## config.mk

```make
export PLATFORM = sky130hd
export DESIGN_NAME = mem_scheduler_flat
export DESIGN_NICKNAME = d
export VERILOG_FILES = /design/src/rtl/mem_scheduler_pkg.sv /design/src/rtl/mem_scheduler_if.sv /design/src/rtl/mem_scheduler_req_fifo.sv /design/src/rtl/mem_scheduler.sv /design/src/flat_wrapper.sv
export SDC_FILE = /design/constraint.sdc
export NUM_CORES = 1
export LEC_CHECK = 0
export ABC_AREA = 1
export CORE_ASPECT_RATIO = 1.75
export CORE_MARGIN = 3
export CORE_UTILIZATION = 50
export CTS_CLUSTER_SIZE = 14
export DETAILED_ROUTE_END_ITERATION = 7
export PLACE_DENSITY = 0.67
export SLEW_MARGIN = 0
export SYNTH_ARGS = -nofsm -noshare
export SYNTH_HDL_FRONTEND = slang
export SYNTH_HIERARCHICAL = 1
export SYNTH_SLANG_ARGS = --single-unit
```

## constraint.sdc

```tcl
create_clock -name clk -period 7.8 [get_ports clk]
set_input_delay 1.17 -clock clk [delete_from_list [all_inputs] [get_ports clk]]
set_output_delay 1.17 -clock clk [all_outputs]
set_load 0.03 [all_outputs]
```

## src/rtl/mem_scheduler_pkg.sv

```systemverilog
// mem_scheduler_pkg: shared types and address map for the DDR4 request scheduler
package mem_scheduler_pkg;
    typedef enum logic [1:0] {OP_READ, OP_WRITE, OP_IFETCH} parsed_op_t;
    typedef enum logic [2:0] {NOP, ACT, RD, WR, PRE} dram_cmd_t;
    typedef enum logic [1:0] {S_IDLE, S_ACT_WAIT, S_RW_WAIT, S_PRE_WAIT} sched_states_t;
    localparam int COL_LO_LSB = 3;
    localparam int COL_LO_W = 3;
    localparam int BG_LSB = 6;
    localparam int BG_W = 2;
    localparam int BANK_LSB = 8;
    localparam int BANK_W = 2;
    localparam int COL_HI_LSB = 10;
    localparam int COL_HI_W = 8;
    localparam int ROW_LSB = 18;
    localparam int ROW_W = 14;
    localparam int COL_W = COL_HI_W + COL_LO_W;
    typedef struct packed {
        parsed_op_t op;
        logic [BG_W-1:0] bg;
        logic [BANK_W-1:0] bank;
        logic [ROW_W-1:0] row;
        logic [COL_W-1:0] col;
    } dram_req_t;
    function automatic int max2(int a, int b);
        return a > b ? a : b;
    endfunction
endpackage

```

## src/rtl/mem_scheduler_if.sv

```systemverilog
// mem_scheduler_if: parser-side op input and command-side output bundle of the scheduler
interface mem_scheduler_if import mem_scheduler_pkg::*; #(
    parameter int ADDRESS_WIDTH = 32,
    parameter int QUEUE_DEPTH = 16
);
    logic op_ready_s;
    parsed_op_t opcode;
    logic [ADDRESS_WIDTH-1:0] address;
    logic queue_full;
    logic overflow_s;
    logic [$clog2(QUEUE_DEPTH):0] pending;
    logic cmd_valid;
    dram_cmd_t cmd;
    logic [1:0] cmd_bg;
    logic [1:0] cmd_bank;
    logic [13:0] cmd_row;
    logic [10:0] cmd_col;
    modport master (
        output op_ready_s, opcode, address,
        input queue_full, overflow_s, pending, cmd_valid, cmd, cmd_bg, cmd_bank, cmd_row, cmd_col
    );
    modport slave (
        input op_ready_s, opcode, address,
        output queue_full, overflow_s, pending, cmd_valid, cmd, cmd_bg, cmd_bank, cmd_row, cmd_col
    );
endinterface

```

## src/rtl/mem_scheduler_req_fifo.sv

```systemverilog
// mem_req_fifo: in-order request queue; the head stays stable until it is popped
module mem_req_fifo import mem_scheduler_pkg::*; #(
    parameter int DEPTH = 16,
    localparam int AW = $clog2(DEPTH)
) (
    input logic clk,
    input logic rst_n,
    input logic push,
    input logic pop,
    input dram_req_t din,
    output dram_req_t dout,
    output logic full,
    output logic empty,
    output logic [AW:0] count
);
    dram_req_t mem [DEPTH];
    logic [AW-1:0] wr_ptr, rd_ptr;
    logic do_push, do_pop;
    assign full = count == (AW+1)'(DEPTH);
    assign empty = count == '0;
    assign do_push = push && !full;
    assign do_pop = pop && !empty;
    assign dout = mem[rd_ptr];
    always_ff @(posedge clk)
        if (do_push) mem[wr_ptr] <= din;
    always_ff @(posedge clk or negedge rst_n)
        if (!rst_n) begin
            wr_ptr <= '0;
            rd_ptr <= '0;
            count <= '0;
        end else begin
            wr_ptr <= wr_ptr + AW'(do_push);
            rd_ptr <= rd_ptr + AW'(do_pop);
            count <= count + (AW+1)'(do_push) - (AW+1)'(do_pop);
        end
endmodule

```

## src/rtl/mem_scheduler.sv

```systemverilog
// mem_scheduler: in-order closed-page DDR4 scheduler issuing ACT -> RD/WR -> PRE under DRAM timing
module mem_scheduler import mem_scheduler_pkg::*; #(
    parameter int ADDRESS_WIDTH = 32,
    parameter int QUEUE_DEPTH = 16,
    parameter int T_RCD = 24,
    parameter int T_RAS = 52,
    parameter int T_CL = 24,
    parameter int T_CWL = 20,
    parameter int T_BURST = 4,
    parameter int T_WR = 20,
    parameter int T_RP = 24
) (
    input logic clk,
    input logic rst_n,
    mem_scheduler_if.slave bus
);
    localparam int T_MAX = max2(max2(max2(T_RCD, T_RAS), max2(T_CL, T_CWL)), max2(T_WR, T_RP));
    localparam int TW = $clog2(T_MAX + T_CL + T_BURST + T_WR + 1);
    localparam int QW = $clog2(QUEUE_DEPTH);
    sched_states_t state, state_nxt;
    dram_cmd_t cmd_nxt;
    dram_req_t req_in, head;
    logic [TW-1:0] ras_tmr, ph_tmr, ph_nxt;
    logic [QW:0] count;
    logic full, empty, push, pop, is_wr;
    logic ras_done, ph_done, issue_act, issue_rw, issue_pre;
    logic addr_unused;
    assign addr_unused = ^bus.address[COL_LO_LSB-1:0];
    assign req_in = '{
        op: bus.opcode,
        bg: bus.address[BG_LSB +: BG_W],
        bank: bus.address[BANK_LSB +: BANK_W],
        row: bus.address[ROW_LSB +: ROW_W],
        col: {bus.address[COL_HI_LSB +: COL_HI_W], bus.address[COL_LO_LSB +: COL_LO_W]}
    };
    assign push = bus.op_ready_s && !full;
    assign bus.queue_full = full;
    assign bus.pending = count;
    mem_req_fifo #(.DEPTH(QUEUE_DEPTH)) u_fifo (
        .clk(clk),
        .rst_n(rst_n),
        .push(push),
        .pop(pop),
        .din(req_in),
        .dout(head),
        .full(full),
        .empty(empty),
        .count(count)
    );
    assign is_wr = head.op == OP_WRITE;
    assign ras_done = ras_tmr == '0;
    assign ph_done = ph_tmr == '0;
    assign issue_act = !empty && (state == S_IDLE || (state == S_PRE_WAIT && ph_done));
    assign issue_rw = state == S_ACT_WAIT && ph_done;
    assign issue_pre = state == S_RW_WAIT && ras_done && ph_done;
    assign pop = issue_pre;
    always_comb
        state_nxt = issue_act ? S_ACT_WAIT :
                    issue_rw ? S_RW_WAIT :
                    issue_pre ? S_PRE_WAIT :
                    (state == S_PRE_WAIT && ph_done) ? S_IDLE : state;
    // Timers load (interval-1) at issue so the next command lands exactly interval clocks later.
    always_comb begin
        cmd_nxt = issue_act ? ACT : issue_rw ? (is_wr ? WR : RD) : issue_pre ? PRE : NOP;
        ph_nxt = issue_act ? TW'(T_RCD - 1) :
                 issue_rw ? (is_wr ? TW'(T_CWL + T_BURST + T_WR - 1) : TW'(T_CL + T_BURST - 1)) :
                 issue_pre ? TW'(T_RP - 1) :
                 ph_done ? ph_tmr : ph_tmr - TW'(1);
    end
    always_ff @(posedge clk or negedge rst_n)
        if (!rst_n) begin
            state <= S_IDLE;
            ras_tmr <= '0;
            ph_tmr <= '0;
        end else begin
            state <= state_nxt;
            ras_tmr <= issue_act ? TW'(T_RAS - 1) : ras_done ? ras_tmr : ras_tmr - TW'(1);
            ph_tmr <= ph_nxt;
        end
    always_ff @(posedge clk or negedge rst_n)
        if (!rst_n) begin
            bus.cmd_valid <= 1'b0;
            bus.cmd <= NOP;
            bus.cmd_bg <= '0;
            bus.cmd_bank <= '0;
            bus.cmd_row <= '0;
            bus.cmd_col <= '0;
            bus.overflow_s <= 1'b0;
        end else begin
            bus.cmd_valid <= cmd_nxt != NOP;
            bus.cmd <= cmd_nxt;
            bus.cmd_bg <= cmd_nxt == NOP ? '0 : head.bg;
            bus.cmd_bank <= cmd_nxt == NOP ? '0 : head.bank;
            bus.cmd_row <= issue_act ? head.row : '0;
            bus.cmd_col <= issue_rw ? head.col : '0;
            bus.overflow_s <= bus.op_ready_s && full;
        end
endmodule

```

## src/flat_wrapper.sv

```systemverilog
// flat-port wrapper written by rule: the top's interface ports become plain ports
module mem_scheduler_flat import mem_scheduler_pkg::*;
#(
    parameter int ADDRESS_WIDTH = 32,
    parameter int QUEUE_DEPTH = 16,
    parameter int T_RCD = 24,
    parameter int T_RAS = 52,
    parameter int T_CL = 24,
    parameter int T_CWL = 20,
    parameter int T_BURST = 4,
    parameter int T_WR = 20,
    parameter int T_RP = 24
)
  (clk, rst_n, bus_op_ready_s, bus_opcode, bus_address, bus_queue_full, bus_overflow_s, bus_pending, bus_cmd_valid, bus_cmd, bus_cmd_bg, bus_cmd_bank, bus_cmd_row, bus_cmd_col);
  mem_scheduler_if #(.ADDRESS_WIDTH(ADDRESS_WIDTH), .QUEUE_DEPTH(QUEUE_DEPTH)) bus_i ();
  input logic clk;
  input logic rst_n;
  input wire logic [$bits(bus_i.op_ready_s)-1:0] bus_op_ready_s;
  input wire logic [$bits(bus_i.opcode)-1:0] bus_opcode;
  input wire logic [$bits(bus_i.address)-1:0] bus_address;
  output wire logic [$bits(bus_i.queue_full)-1:0] bus_queue_full;
  output wire logic [$bits(bus_i.overflow_s)-1:0] bus_overflow_s;
  output wire logic [$bits(bus_i.pending)-1:0] bus_pending;
  output wire logic [$bits(bus_i.cmd_valid)-1:0] bus_cmd_valid;
  output wire logic [$bits(bus_i.cmd)-1:0] bus_cmd;
  output wire logic [$bits(bus_i.cmd_bg)-1:0] bus_cmd_bg;
  output wire logic [$bits(bus_i.cmd_bank)-1:0] bus_cmd_bank;
  output wire logic [$bits(bus_i.cmd_row)-1:0] bus_cmd_row;
  output wire logic [$bits(bus_i.cmd_col)-1:0] bus_cmd_col;
  assign bus_i.op_ready_s = bus_op_ready_s;
  assign bus_i.opcode = bus_opcode;
  assign bus_i.address = bus_address;
  assign bus_queue_full = bus_i.queue_full;
  assign bus_overflow_s = bus_i.overflow_s;
  assign bus_pending = bus_i.pending;
  assign bus_cmd_valid = bus_i.cmd_valid;
  assign bus_cmd = bus_i.cmd;
  assign bus_cmd_bg = bus_i.cmd_bg;
  assign bus_cmd_bank = bus_i.cmd_bank;
  assign bus_cmd_row = bus_i.cmd_row;
  assign bus_cmd_col = bus_i.cmd_col;
  mem_scheduler #(.ADDRESS_WIDTH(ADDRESS_WIDTH), .QUEUE_DEPTH(QUEUE_DEPTH), .T_RCD(T_RCD), .T_RAS(T_RAS), .T_CL(T_CL), .T_CWL(T_CWL), .T_BURST(T_BURST), .T_WR(T_WR), .T_RP(T_RP)) u_core (.clk(clk), .rst_n(rst_n), .bus(bus_i));
endmodule
```

==> results_dict.tcl <==
set metrics [dict create \
    status "finished clean" \
    fin_skew_ns 0.0127 \
    finalHoldWorstSlack_ns 0.416 \
    hold_class "input port to async pin" \
    maxCapViolCount 0 \
    ctsHtreeMaxLevel 2 \
    endpoint_kind "flip-flop" \
    crit_chain "buf_4 -> nand2_1 -> inv_2 -> buf_4 -> nand2_1 -> nor2_1 -> nor2_1 -> nand2_1 -> nand2_1 -> inv_1 -> nand3_1 -> nand2_1 -> nand2_2" \
    netlist.area_leader.share_pct 62.7 \
    fmax_mhz 258 \
    grt_pass1_wl_mm 83.8 \
    cpPeakStageDelay_ns 1.05 \
    io_pins 77 \
    period_needed_ns 3.88 \
    root_buffer "clkbuf_16" \
    vdd_drop_max_mv 0.181 \
    ys_types 32 \
    vias 15300 \
    die_h_um 294 \
    slowest_stage "dfrtp_2" \
    synth_largest_area_cell "edfxtp_1" \
    dr.pass1.iters 5 \
    post_cts_resized 0 \
    ys_top_cells_by_count "nand2_1 (820), edfxtp_1 (496), inv_1 (260)" \
    worstSkewPairLatency_ns 0.57 \
    setup_viol 0 \
    power_density_nw_per_um2 259 \
    post-cts-setup-buffers 0 \
    rr_startpoint "u_core/u_fifo/rd_ptr[1]" \
    tritoncts "done" \
    async_reset_ff_share_pct 11.3 \
    ys_seq_elements 559 \
    routed_wl_mm 54.0 \
    p_leak_nw 11.1 \
    syn_area_sq_um 23700 \
    grt_overflow 0 \
    numCtsBuffers 50 \
    dp_hpwl_mm 30.2 \
    drv_slew 0 \
    rsz0062_at_grt "no" \
    arrival_ns 4.32 \
    cp.required_ns 8.24 \
    drc_errors 0 \
    drt-initial-drc-count 1246 \
    seq_area_frac_synth_pct 69.4 \
    timing.rr.end "u_core/ph_tmr[4]" \
    syn_nets 2311 \
    antenna_found_initial 2 \
    r2r_cells 13 \
    wire_per_inst_um 18.3 \
    via_per_inst 5.20 \
    die_w_um 171 \
    area_growth_pct 12.6 \
    numClockSinks 559 \
    crit_top_cell "nand2_1" \
    setup_ws_ns 3.92 \
    syn_inst 2261 \
    dpl_worst_slack_ns 3.83 \
    clk_pin_slew_ns 0.06 \
    yosysMostFrequentCell "nand2_1" \
    yosys-top-cells-area "edfxtp_1 (63%), nand2_1 (13%), dfrtp_1 (6.6%), nand3_1 (4.2%), inv_1 (4.1%)" \
    initial_core_util_pct 50.6 \
    tightest_slew_ns 1.17 \
    fillers 3789 \
    critPathMaxFanout 37 \
    ant_nets 0 \
    critPathLaunchType "flip-flop" \
    grt.total_usage_pct 21.8 \
    rrSetupSlack_ns 3.92 \
    ctsHoldBuffers 0 \
    port_buffers 73 \
    ys_warn_count 6 \
    grt_max_degree 102 \
    critPathKind "flip-flop to flip-flop" \
    avgSynthCellArea_sq_um 10.5 \
    dieArea_sq_um 50200 \
    maxSlewHeadroom_pct 22.0 \
    synth_edf_count 496 \
    critPathLaunch "u_core/u_fifo/rd_ptr[1]" \
    clk_path_buf_depth 3 \
    drive_above_1_share_pct 7.38 \
    core_sq_um 46900 \
    crit_family "buffers and inverters" \
    gp_congestion 0.787 \
    cp.depth 13 \
    grt_pass1_vias 15400 \
    layout.nets 2368 \
    hold_viol 0 \
    fin_crit_sh_pct 49.8 \
    dpl-instance-area_sq_um 25100 \
    rows 105 \
    setup_tns_ns 0 \
    path_buf_inv 4 \
    stdcell_area_sq_um 26700 \
    synthFlopType "edfxtp_1" \
]
==> layer usage <==
layer  vias up  global-route usage, %  wire length (um)
met5         -                      0                 0
met4         0                   8.75              2040
met3       123                   3.10              2920
met2       455                   39.6             28800
met1      7423                   25.8             20200
li1       7341                      -                 -
==> placed cells by master (no fill, tap or decap), types with 2 or more instances in the layout <==
master / count
diode_2: 2
dfrtp_1: 61
nor2_1: 216
nor2_8: 2
nand3b_1: 2
ha_1: 12
inv_2: 4
buf_4: 29
edfxtp_1: 496
o21ai_0: 6
bufinv_16: 3
inv_1: 260
nor2_4: 34
clkbuf_8: 13
xor2_1: 8
nand2_4: 5
or2_2: 2
clkdlybuf4s50_1: 72
nor2_2: 9
clkinv_2: 6
clkbuf_1: 18
inv_6: 3
nand3_1: 201
nand2_2: 3
nand4_1: 5
o21ai_2: 2
nand3_2: 3
clkbuf_16: 51
nand2_1: 820
xnor2_1: 4
==> state kept, by name (all words and copies together) (netlist names) <==
name / count
u_core/u_fifo/mem: 496
u_core/bus.cmd_row: 14
u_core/bus.cmd_col: 11
u_core/ph_tmr: 7
u_core/ras_tmr: 7
u_core/u_fifo/count: 5
u_core/u_fifo/rd_ptr: 4
u_core/u_fifo/wr_ptr: 4
u_core/bus.cmd: 3
u_core/bus.cmd_bank: 2
u_core/bus.cmd_bg: 2
u_core/state: 2
u_core/bus.cmd_valid: 1
u_core/bus.overflow_s: 1
==> kinds of logic (layout without fill, tap and decap cells) <==
family / count (synthesis) / after routing / synth area share [%]
AO/OA/AOI/OAI: 11 / 11 / 0.295
XOR/XNOR: 12 / 12 / 0.443
adder cells (fa/ha/maj): 13 / 13 / 0.717
buffers and inverters: 363 / 461 / 6.29
flip-flops: 559 / 559 / 69.4
other: 0 / 2 / 0
AND/OR/NAND/NOR: 1303 / 1303 / 22.9
==> where the power goes <==
part,internal (mW),total (mW),switching [mW]
sequential,3.58,3.68,0.0993
combinational,0.215,0.775,0.560
clock,1.43,2.46,1.03
==> through the flow <==
| stage | cells | power (mW) | util (%) |
|---|---|---|---|
| 2_1_floorplan | 2261 | 4.17 | - |
| 3_3_place_gp | 2854 | 4.47 | 53.4 |
| 3_5_place_dp | 2854 | 4.53 | 53.4 |
| 4_1_cts | 2947 | 6.97 | 57.0 |
| 5_1_grt | 2949 | 7.20 | 57.0 |
| 6_report | 2949 | 6.92 | 57.0 |
==> how the worst max path moves through the flow <==
| stage | end | slack, ns |
|---|---|---|
| floorplan | u_core/u_fifo/mem[0][0] | 4.47 |
| global placement | u_core/u_fifo/mem[3][3] | 3.90 |
| detailed placement | u_core/u_fifo/mem[3][4] | 3.83 |
| CTS | u_core/ph_tmr[4] | 3.94 |
| global route | u_core/ph_tmr[4] | 3.76 |
| finish | u_core/ph_tmr[4] | 3.92 |
==> area by class of cell <==
type                    instances  area, sq um  share of cell area, %
flip-flops and latches        559        16500                   61.6
multi-input cells            1339         5900                   22.1
clock buffers                  82         1520                   5.70
inverters                     267         1010                   3.78
repair buffers                101          938                   3.51
well taps                     588          736                   2.75
clock inverters                11          136                  0.510
diodes                          2         5.00                 0.0187
==> worst register-to-register path, delay by kind of cell (launching register included) <==
| kind | cells | cell delay, ns |
|---|---|---|
| buf+inv | 4 | 1.77 |
| flops | 1 | 1.05 |
| simple gates | 9 | 0.95 |
(Power assumes the default switching activity.)
